`config.mk`:
```
export PLATFORM = sky130hd
export DESIGN_NAME = flght_seq
export DESIGN_NICKNAME = d
export VERILOG_FILES = /design/src/rtl/flght_seq.sv
export SDC_FILE = /design/constraint.sdc
export NUM_CORES = 1
export LEC_CHECK = 0
export BUFFER_PORTS_ARGS = -buffer_cell sky130_fd_sc_hd__buf_2
export CAP_MARGIN = 20
export CORE_MARGIN = 5
export CORE_UTILIZATION = 55
export DETAILED_ROUTE_END_ITERATION = 7
export GPL_TIMING_DRIVEN = 0
export PLACE_DENSITY = 0.77
export SYNTH_ARGS = -nofsm -noshare
export SYNTH_HDL_FRONTEND = slang
export SYNTH_SLANG_ARGS = --single-unit
```
`constraint.sdc`:
```
create_clock -name clk -period 3.84 [get_ports clk]
set_input_delay 0.384 -clock clk [delete_from_list [all_inputs] [get_ports clk]]
set_output_delay 0.384 -clock clk [all_outputs]
set_load 0.03 [all_outputs]
```
`src/rtl/flght_seq.sv`:
```
// Flight sequencer: owns the IDLE/CAL/RUN/LAND lifecycle, slews commanded thrust
// and lands the craft by ramping thrust to zero when commands stop arriving.
module flght_seq #(
   parameter logic [23:0] CAL_TIMEOUT = 24'd10_000_000,
   parameter logic [25:0] WDOG_LEN    = 26'd50_000_000,
   parameter logic [15:0] RAMP_DIV    = 16'd50_000,
   parameter logic [8:0]  STEP        = 9'd4
) (
   input  logic       clk,
   input  logic       rst_n,
   input  logic       strt_cal,
   input  logic       cal_done,
   input  logic       motors_off,
   input  logic       cmd_rdy,
   input  logic [8:0] thrst_cmd,
   output logic       inertial_cal,
   output logic [8:0] thrst,
   output logic       motors_en,
   output logic       armed,
   output logic       cal_fail
);

   typedef enum logic [1:0] {IDLE, CAL, RUN, LAND} state_t;

   state_t      state_q, state_d;
   logic [23:0] cal_cnt_q, cal_cnt_d;
   logic [25:0] wdog_q, wdog_d;
   logic [15:0] presc_q, presc_d;
   logic [8:0]  thrst_q, thrst_d;
   logic        cal_fail_q, cal_fail_d;
   logic        inertial_cal_q, motors_en_q, armed_q;
   logic        tick;

   // Step toward the target by at most STEP; 10-bit sums keep 511+STEP from wrapping.
   function automatic logic [8:0] slew_run(input logic [8:0] cur, input logic [8:0] tgt);
      logic [9:0] up;
      logic [9:0] floor_lim;
      up        = {1'b0, cur} + {1'b0, STEP};
      floor_lim = {1'b0, tgt} + {1'b0, STEP};
      if (cur < tgt)
         slew_run = (up > {1'b0, tgt}) ? tgt : up[8:0];
      else if (cur > tgt)
         slew_run = ({1'b0, cur} < floor_lim) ? tgt : cur - STEP;
      else
         slew_run = cur;
   endfunction

   function automatic logic [8:0] slew_land(input logic [8:0] cur);
      slew_land = (cur > STEP) ? cur - STEP : 9'd0;
   endfunction

   assign tick = ((state_q == RUN) || (state_q == LAND)) && (presc_q == RAMP_DIV - 16'd1);

   always_comb begin
      state_d    = state_q;
      cal_cnt_d  = cal_cnt_q;
      wdog_d     = wdog_q;
      presc_d    = presc_q;
      thrst_d    = thrst_q;
      cal_fail_d = cal_fail_q;

      if ((state_q == RUN) || (state_q == LAND))
         presc_d = tick ? 16'd0 : presc_q + 16'd1;

      case (state_q)
         IDLE: begin
            thrst_d = 9'd0;
            if (strt_cal) begin
               state_d    = CAL;
               cal_fail_d = 1'b0;
               cal_cnt_d  = 24'd0;
            end
         end
         CAL: begin
            thrst_d = 9'd0;
            if (motors_off) begin
               state_d = IDLE;
            end else if (cal_done) begin
               state_d = RUN;
               wdog_d  = 26'd0;
               presc_d = 16'd0;
            end else if (cal_cnt_q == CAL_TIMEOUT - 24'd1) begin
               state_d    = IDLE;
               cal_fail_d = 1'b1;
            end else begin
               cal_cnt_d = strt_cal ? 24'd0 : cal_cnt_q + 24'd1;
            end
         end
         RUN: begin
            if (motors_off) begin
               state_d = IDLE;
               thrst_d = 9'd0;
            end else if (wdog_q == WDOG_LEN - 26'd1) begin
               state_d = LAND;
               presc_d = 16'd0;
            end else begin
               wdog_d = cmd_rdy ? 26'd0 : wdog_q + 26'd1;
               if (tick)
                  thrst_d = slew_run(thrst_q, thrst_cmd);
            end
         end
         LAND: begin
            if (motors_off) begin
               state_d = IDLE;
               thrst_d = 9'd0;
            end else if (cmd_rdy) begin
               state_d = RUN;
               wdog_d  = 26'd0;
               presc_d = 16'd0;
            end else if (tick) begin
               thrst_d = slew_land(thrst_q);
               if (thrst_d == 9'd0)
                  state_d = IDLE;
            end
         end
         default: state_d = IDLE;
      endcase
   end

   always_ff @(posedge clk) begin
      if (!rst_n) begin
         state_q        <= IDLE;
         cal_cnt_q      <= 24'd0;
         wdog_q         <= 26'd0;
         presc_q        <= 16'd0;
         thrst_q        <= 9'd0;
         cal_fail_q     <= 1'b0;
         inertial_cal_q <= 1'b0;
         motors_en_q    <= 1'b0;
         armed_q        <= 1'b0;
      end else begin
         state_q        <= state_d;
         cal_cnt_q      <= cal_cnt_d;
         wdog_q         <= wdog_d;
         presc_q        <= presc_d;
         thrst_q        <= thrst_d;
         cal_fail_q     <= cal_fail_d;
         inertial_cal_q <= (state_d == CAL);
         motors_en_q    <= (state_d != IDLE);
         armed_q        <= (state_d == RUN);
      end
   end

   assign inertial_cal = inertial_cal_q;
   assign thrst        = thrst_q;
   assign motors_en    = motors_en_q;
   assign armed        = armed_q;
   assign cal_fail     = cal_fail_q;

endmodule

```
Yosys cells after proc, flatten, opt, wreduce, memory -nomap -nowiden
Index checks and enable logic that the tools add are counted.
{ "totals": {"reg_bits": 81, "in_bits": 15, "output_inout_bits": 13} }
{ "op_classes": {"addsub": 6, "n_lt_le_gt_ge": 5, "n_eq_ne": 23, "mux": 51, "n_reduce_logical": 12} }
{ "op_table": {"columns": ["cell", "count"], "rows": [
  ["$mux 26", 7],
  ["$mux 16", 8],
  ["$mux 24", 5],
  ["$mux 9", 11],
  ["$pmux 26 s3", 1],
  ["$pmux 16 s3", 1],
  ["$pmux 24 s2", 1],
  ["$pmux 9 s3", 1],
  ["$add 26x1->26 const B", 1],
  ["$eq 26x26->1 const B", 1],
  ["$add 24x1->24 const B", 1],
  ["$eq 24x24->1 const B", 1],
  ["$add 9x3->10 const B", 2],
  ["$mux 2", 10],
  ["$ne 2x2->1 const B", 10],
  ["$add 16x1->16 const B", 1],
  ["$eq 16x16->1 const B", 1],
  ["$reduce_and 5->1", 3],
  ["$ne 3x3->1 const B", 4],
  ["$gt 10x9->1", 1],
  ["$lt 9x10->1", 1],
  ["$gt 9x3->1 const B", 1],
  ["$gt 9x9->1", 1],
  ["$logic_not 9->1", 1],
  ["15 further kinds", 22]
]} }

Logic depth before layout (Yosys ltp)
{ "logic_depth": {"depth_word": 9, "mapped_depth": 13} }

Worst setup path before layout
Ideal clock, no wire load.
{ "synth_timing": {"kind": "register to register", "from": "register thrst_q[6] (netlist: thrst[6])", "to": "register thrst_q[7] (netlist: thrst[7])", "setup_time_ps": 129, "arrival_ps": 3235, "slack_ps": 477, "stages_incl_launch_ff": 14, "synth_period_minus_slack_ps": 3363, "path_cell_list": "dfxtp_1 clkbuf_1 and3_1 nand3_1 xnor2_1 ha_1 nand3_1 a211oi_1 or2_2 o32ai_1 buf_2 mux2_2 o211ai_1 o211ai_1"} }
{ "synth_between": {"elab_chain_cells": 8, "word_cells_on_any_way": 21, "cone_classes": "2 x add/sub; 5 x order compare; 1 x eq/ne; 12 x mux; 1 x reduce/logical"} }
{ "synth_lines": {"columns": ["element", "line_no", "rtl"], "rows": [
  ["start, declared", "29", "logic [8:0] thrst_q, thrst_d;"],
  ["start signal, assigned", "136", "thrst_q <= thrst_d;"],
  ["$add 9x3->10, or another cell as far along", "38", "up = {1'b0, cur} + {1'b0, STEP};"],
  ["$gt 10x9->1 / $mux 9 (equally long branches)", "41, 43", null],
  ["$mux 9, on equally long branches", "41, 42", null],
  ["$mux 9", "40", "if (cur < tgt)"],
  ["$mux 9", "98", "if (tick)"],
  ["$mux 9", "93", "end else if (wdog_q == WDOG_LEN - 26'd1) begin"],
  ["$mux 9", "90", "if (motors_off) begin"],
  ["$pmux 9 s3", "65", "case (state_q)"]
]} }
Parallel ways exist; a longest one is shown, timed or not. The select of a mux whose other input is x is not followed.
A chain may end at the register's enable or synchronous reset.

Worst setup path after layout
{ "layout_timing": {"from": "register thrst_q[2] (netlist: thrst[2])", "to": "register thrst_q[7] (netlist: thrst[7])"} }
The elaborated chain is that of the path after synthesis.

==> impl_results.md <==
- Final Hold Violating Endpoints: 0
- Pre-CTS setup slack: about 0.13 ns
- Row cnt: 36
- Final worst slack: 0.320 ns
- Worst hold start: thrst_cmd[2]
- Number of synthesized register bits: 81
- Gr usage total: 23.5%
- Power density cells: 281 mW/mm^2
- Hold Path End: thrst[2]
- Die ar.: between 0.01 and 0.015 mm^2
- Sequential Power Share: between 50% and 60%
- Critical Path RT: 4.09 ns
- Global-route wire length before repair: 22.5 mm
- TritonCTS clock tree: done
- Top_reg_cell synth: dfxtp_1
- Clock H-tree levels: 3
- Sequential area share after synthesis: a little under a third
- Area Overhead vs Synth: 9.73%
- Hpwl dp: roughly 10 mm
- RR Endpoint: thrst[7]
- CP max-delay cell: dfxtp_1
- Clock power share: around 41%
- Status: completed
- Die height: ~110 um
- Count of hold-fix buffers inserted at cts: 0
- Final instance area: 0.00584 mm^2
- Most common cell after layout, fill and taps aside: dfxtp_1
- Final Max Slew Viols: 0
- Layout cells sized above 1: between 10% and 20%
- Avg Vias per Cell: 6.08
- Clk_lat worst skew: roughly 0.37 ns
- Slew at the pin with the worst max-slew slack: 0.718 ns
- Minimum clock period after layout: around 3.5 ns
- Setup TNS: 0 ns
- Slew headroom: between 50% and 60%
- Initial DRC Count: ~300
- Post-synth cell types: 76
- Part of the power in combinational logic: roughly 7.9%
- Syn Inst Count: 655
- Worst setup SP type: flip-flop
- MaxCap Viol Count: 0
- Maximum clock path buffer count: 2
- Area contributors post-synth: dfxtp_1, ha_1, nor2_1, xnor2_1, nand2_1
- Hold Crit Class: input pin to flip-flop
- Async SR Flop Fraction: 0%
- Clock root buffer: clkbuf_8
- R2R setup slack: roughly 0.32 ns
- Core ar.: around 0.0096 mm^2
- Synth warn: 0
- Unrepaired setup endpoints after global routing: no
- Synth area leader: dfxtp_1
- Die span in x: about 110 um
- Max IR drop VDD: ~200 uV
- Antenna violations before repair: 1
- Num Clock Sinks: slightly above 80
- Worst reg2reg startpoint: thrst[2]
- Final Cycle Share: roughly 90%
- Arr. time, crit path: approximately 3.8 ns
- Final core occ: approximately three fifths
- Final clock skew: about 0.014 ns
- Hold path depth: 3
- Post-synth EDFFs: 0
- Vias in the first global route: between 4,000 and 5,000
- Syn_area_per_cell: 8.12 um^2
- Switching Share: 26.8%
- Post-CTS Resized: 0
- Placed inst area: roughly 0.0056 mm^2
- Clock transition at the registers of the reported paths: about 0.090 ns
- Worst-path maximum fanout: 10
- Post-Syn Area: 0.00532 mm^2
- Internal: about 1.2 mW
- Vias: 5,043
- Critical path class: flip-flop to flip-flop
- Crit-path cells: clkbuf_2, inv_1, ha_1, ha_1, nand4_1, a211oi_1, or2_2, o32ai_2, buf_2, mux2_2, o211ai_1, o211ai_1
- Leak: between 2 and 2.5 nW
- Overflow after GRT: 0
- Port Buf Inserts: 26
- RePlAce Congestion: between 0.8 and 0.9
- Synth top area share: 30.5%
- Syn nets: 700
- Most frequent cells in the layout: dfxtp_1, nor2_1, nand2_1, inv_1, buf_2
- Setup violators final: 0
- Ant. Diodes: 0
- DRC: 0
- Critical Path Max Stage Delay: 0.52 ns
- Crit. End Element: flip-flop
- Drt total wl: between 10 and 15 mm
- Net switching power: about 440 uW
- Post-layout nets: 737
- Postcts setup bufs: 0
- Ports: 28
- Peak Freq: around 280 MHz
- Routed wire length per instance: 16.0 um
- DR pass1 iterations: 6
- TritonCTS Buffers: 9
- Starting Density: 55.5%
- R2r worst-path depth: 12
- Remaining antenna violation count after routing: 0
- Largest net degree at the start of global routing: 17
-- stage by stage --
step | hold WS (ns) | instances | total power, mW
after global routing | 0.384 | 830 | 1.70
after floorplan | 0.447 | 655 | 0.954
final | 0.367 | 830 | 1.64
after CTS | 0.358 | 830 | 1.65
after detailed placement | 0.467 | 814 | 0.995
after global placement | 0.456 | 814 | 0.990
-- state kept, by name (all words and copies together) (netlist names) --
name and cells:
state_q 2, motors_en 1, thrst 9, armed 1
cal_fail 1, wdog_q 26, inertial_cal 1, cal_cnt_q 24
presc_q 16
-- area by class of cell --
class | count | area (um^2)
Multi-Input combinational cell | 509 | 3430
Clock buffer | 9 | 124
Timing Repair Buffer | 26 | 130
Sequential cell | 81 | 1620
Inverter | 37 | 139
Clock inverter | 7 | 86.3
Tap cell | 133 | 166
Fill cell | 900 | 3750
Buffer | 28 | 138
-- cells by family after synthesis --
family / count (synthesis) / synth area share, %
simple gates: 288 / 28.8
compound gates: 129 / 18.0
flops: 81 / 30.5
buf+inv: 65 / 5.13
xor+xnor: 52 / 8.56
fa+ha+maj: 30 / 7.05
mux: 10 / 1.95
-- cells in the mapped netlist (all sizes together) (11+ instances only) --
master	count
a2111oi	11
a21oi	32
and3	14
buf	12
clkbuf	16
dfxtp	81
ha	30
inv	37
nand2	48
nand3	33
nand4	26
nor2	79
nor3	19
o21ai	23
or3	11
xnor2	32
xor2	20
-- worst max path at each step --
stage,cells after the start,slack [ns],start,end
after floorplan,13,0.48,thrst[6],thrst[7]
after global placement,12,0.18,thrst[2],thrst[6]
after detailed placement,12,0.13,thrst[2],thrst[7]
after CTS,12,0.11,thrst[2],thrst[7]
after global routing,12,0.08,thrst[3],thrst[7]
final,12,0.32,thrst[2],thrst[7]
-- per-layer routing --
layer / wire (um) / GRT usage [%] / share of wire (%)
met4: 200 / 7.30 / 1.5
met3: 755 / 5.13 / 5.7
met2: 6470 / 40.5 / 49
met5: 13 / 0 / 0.098
met1: 5880 / 29.2 / 44
-- worst max-delay path, delay by kind of cell (launching register included) --
| family | cells | cell delay, ns |
|---|---|---|
| flip-flops | 1 | 0.52 |
| buffers and inverters | 3 | 0.74 |
| adder cells (fa/ha/maj) | 2 | 0.70 |
| AO/OA/AOI/OAI | 4 | 0.67 |
| multiplexers | 1 | 0.37 |
| AND/OR/NAND/NOR | 2 | 0.41 |
-- power by group through the flow --
| stage | logic (mW) | registers, mW | clock network (mW) |
|---|---|---|---|
| 4_1_cts | 0.127 | 0.849 | 0.678 |
| 3_3_place_gp | 0.122 | 0.868 | 0 |
| 6_report | 0.129 | 0.849 | 0.664 |
| 2_1_floorplan | 0.0827 | 0.872 | 0 |
| 5_1_grt | 0.143 | 0.850 | 0.710 |
| 3_5_place_dp | 0.127 | 0.868 | 0 |
No activity file was read; power rests on OpenSTA's default activity.
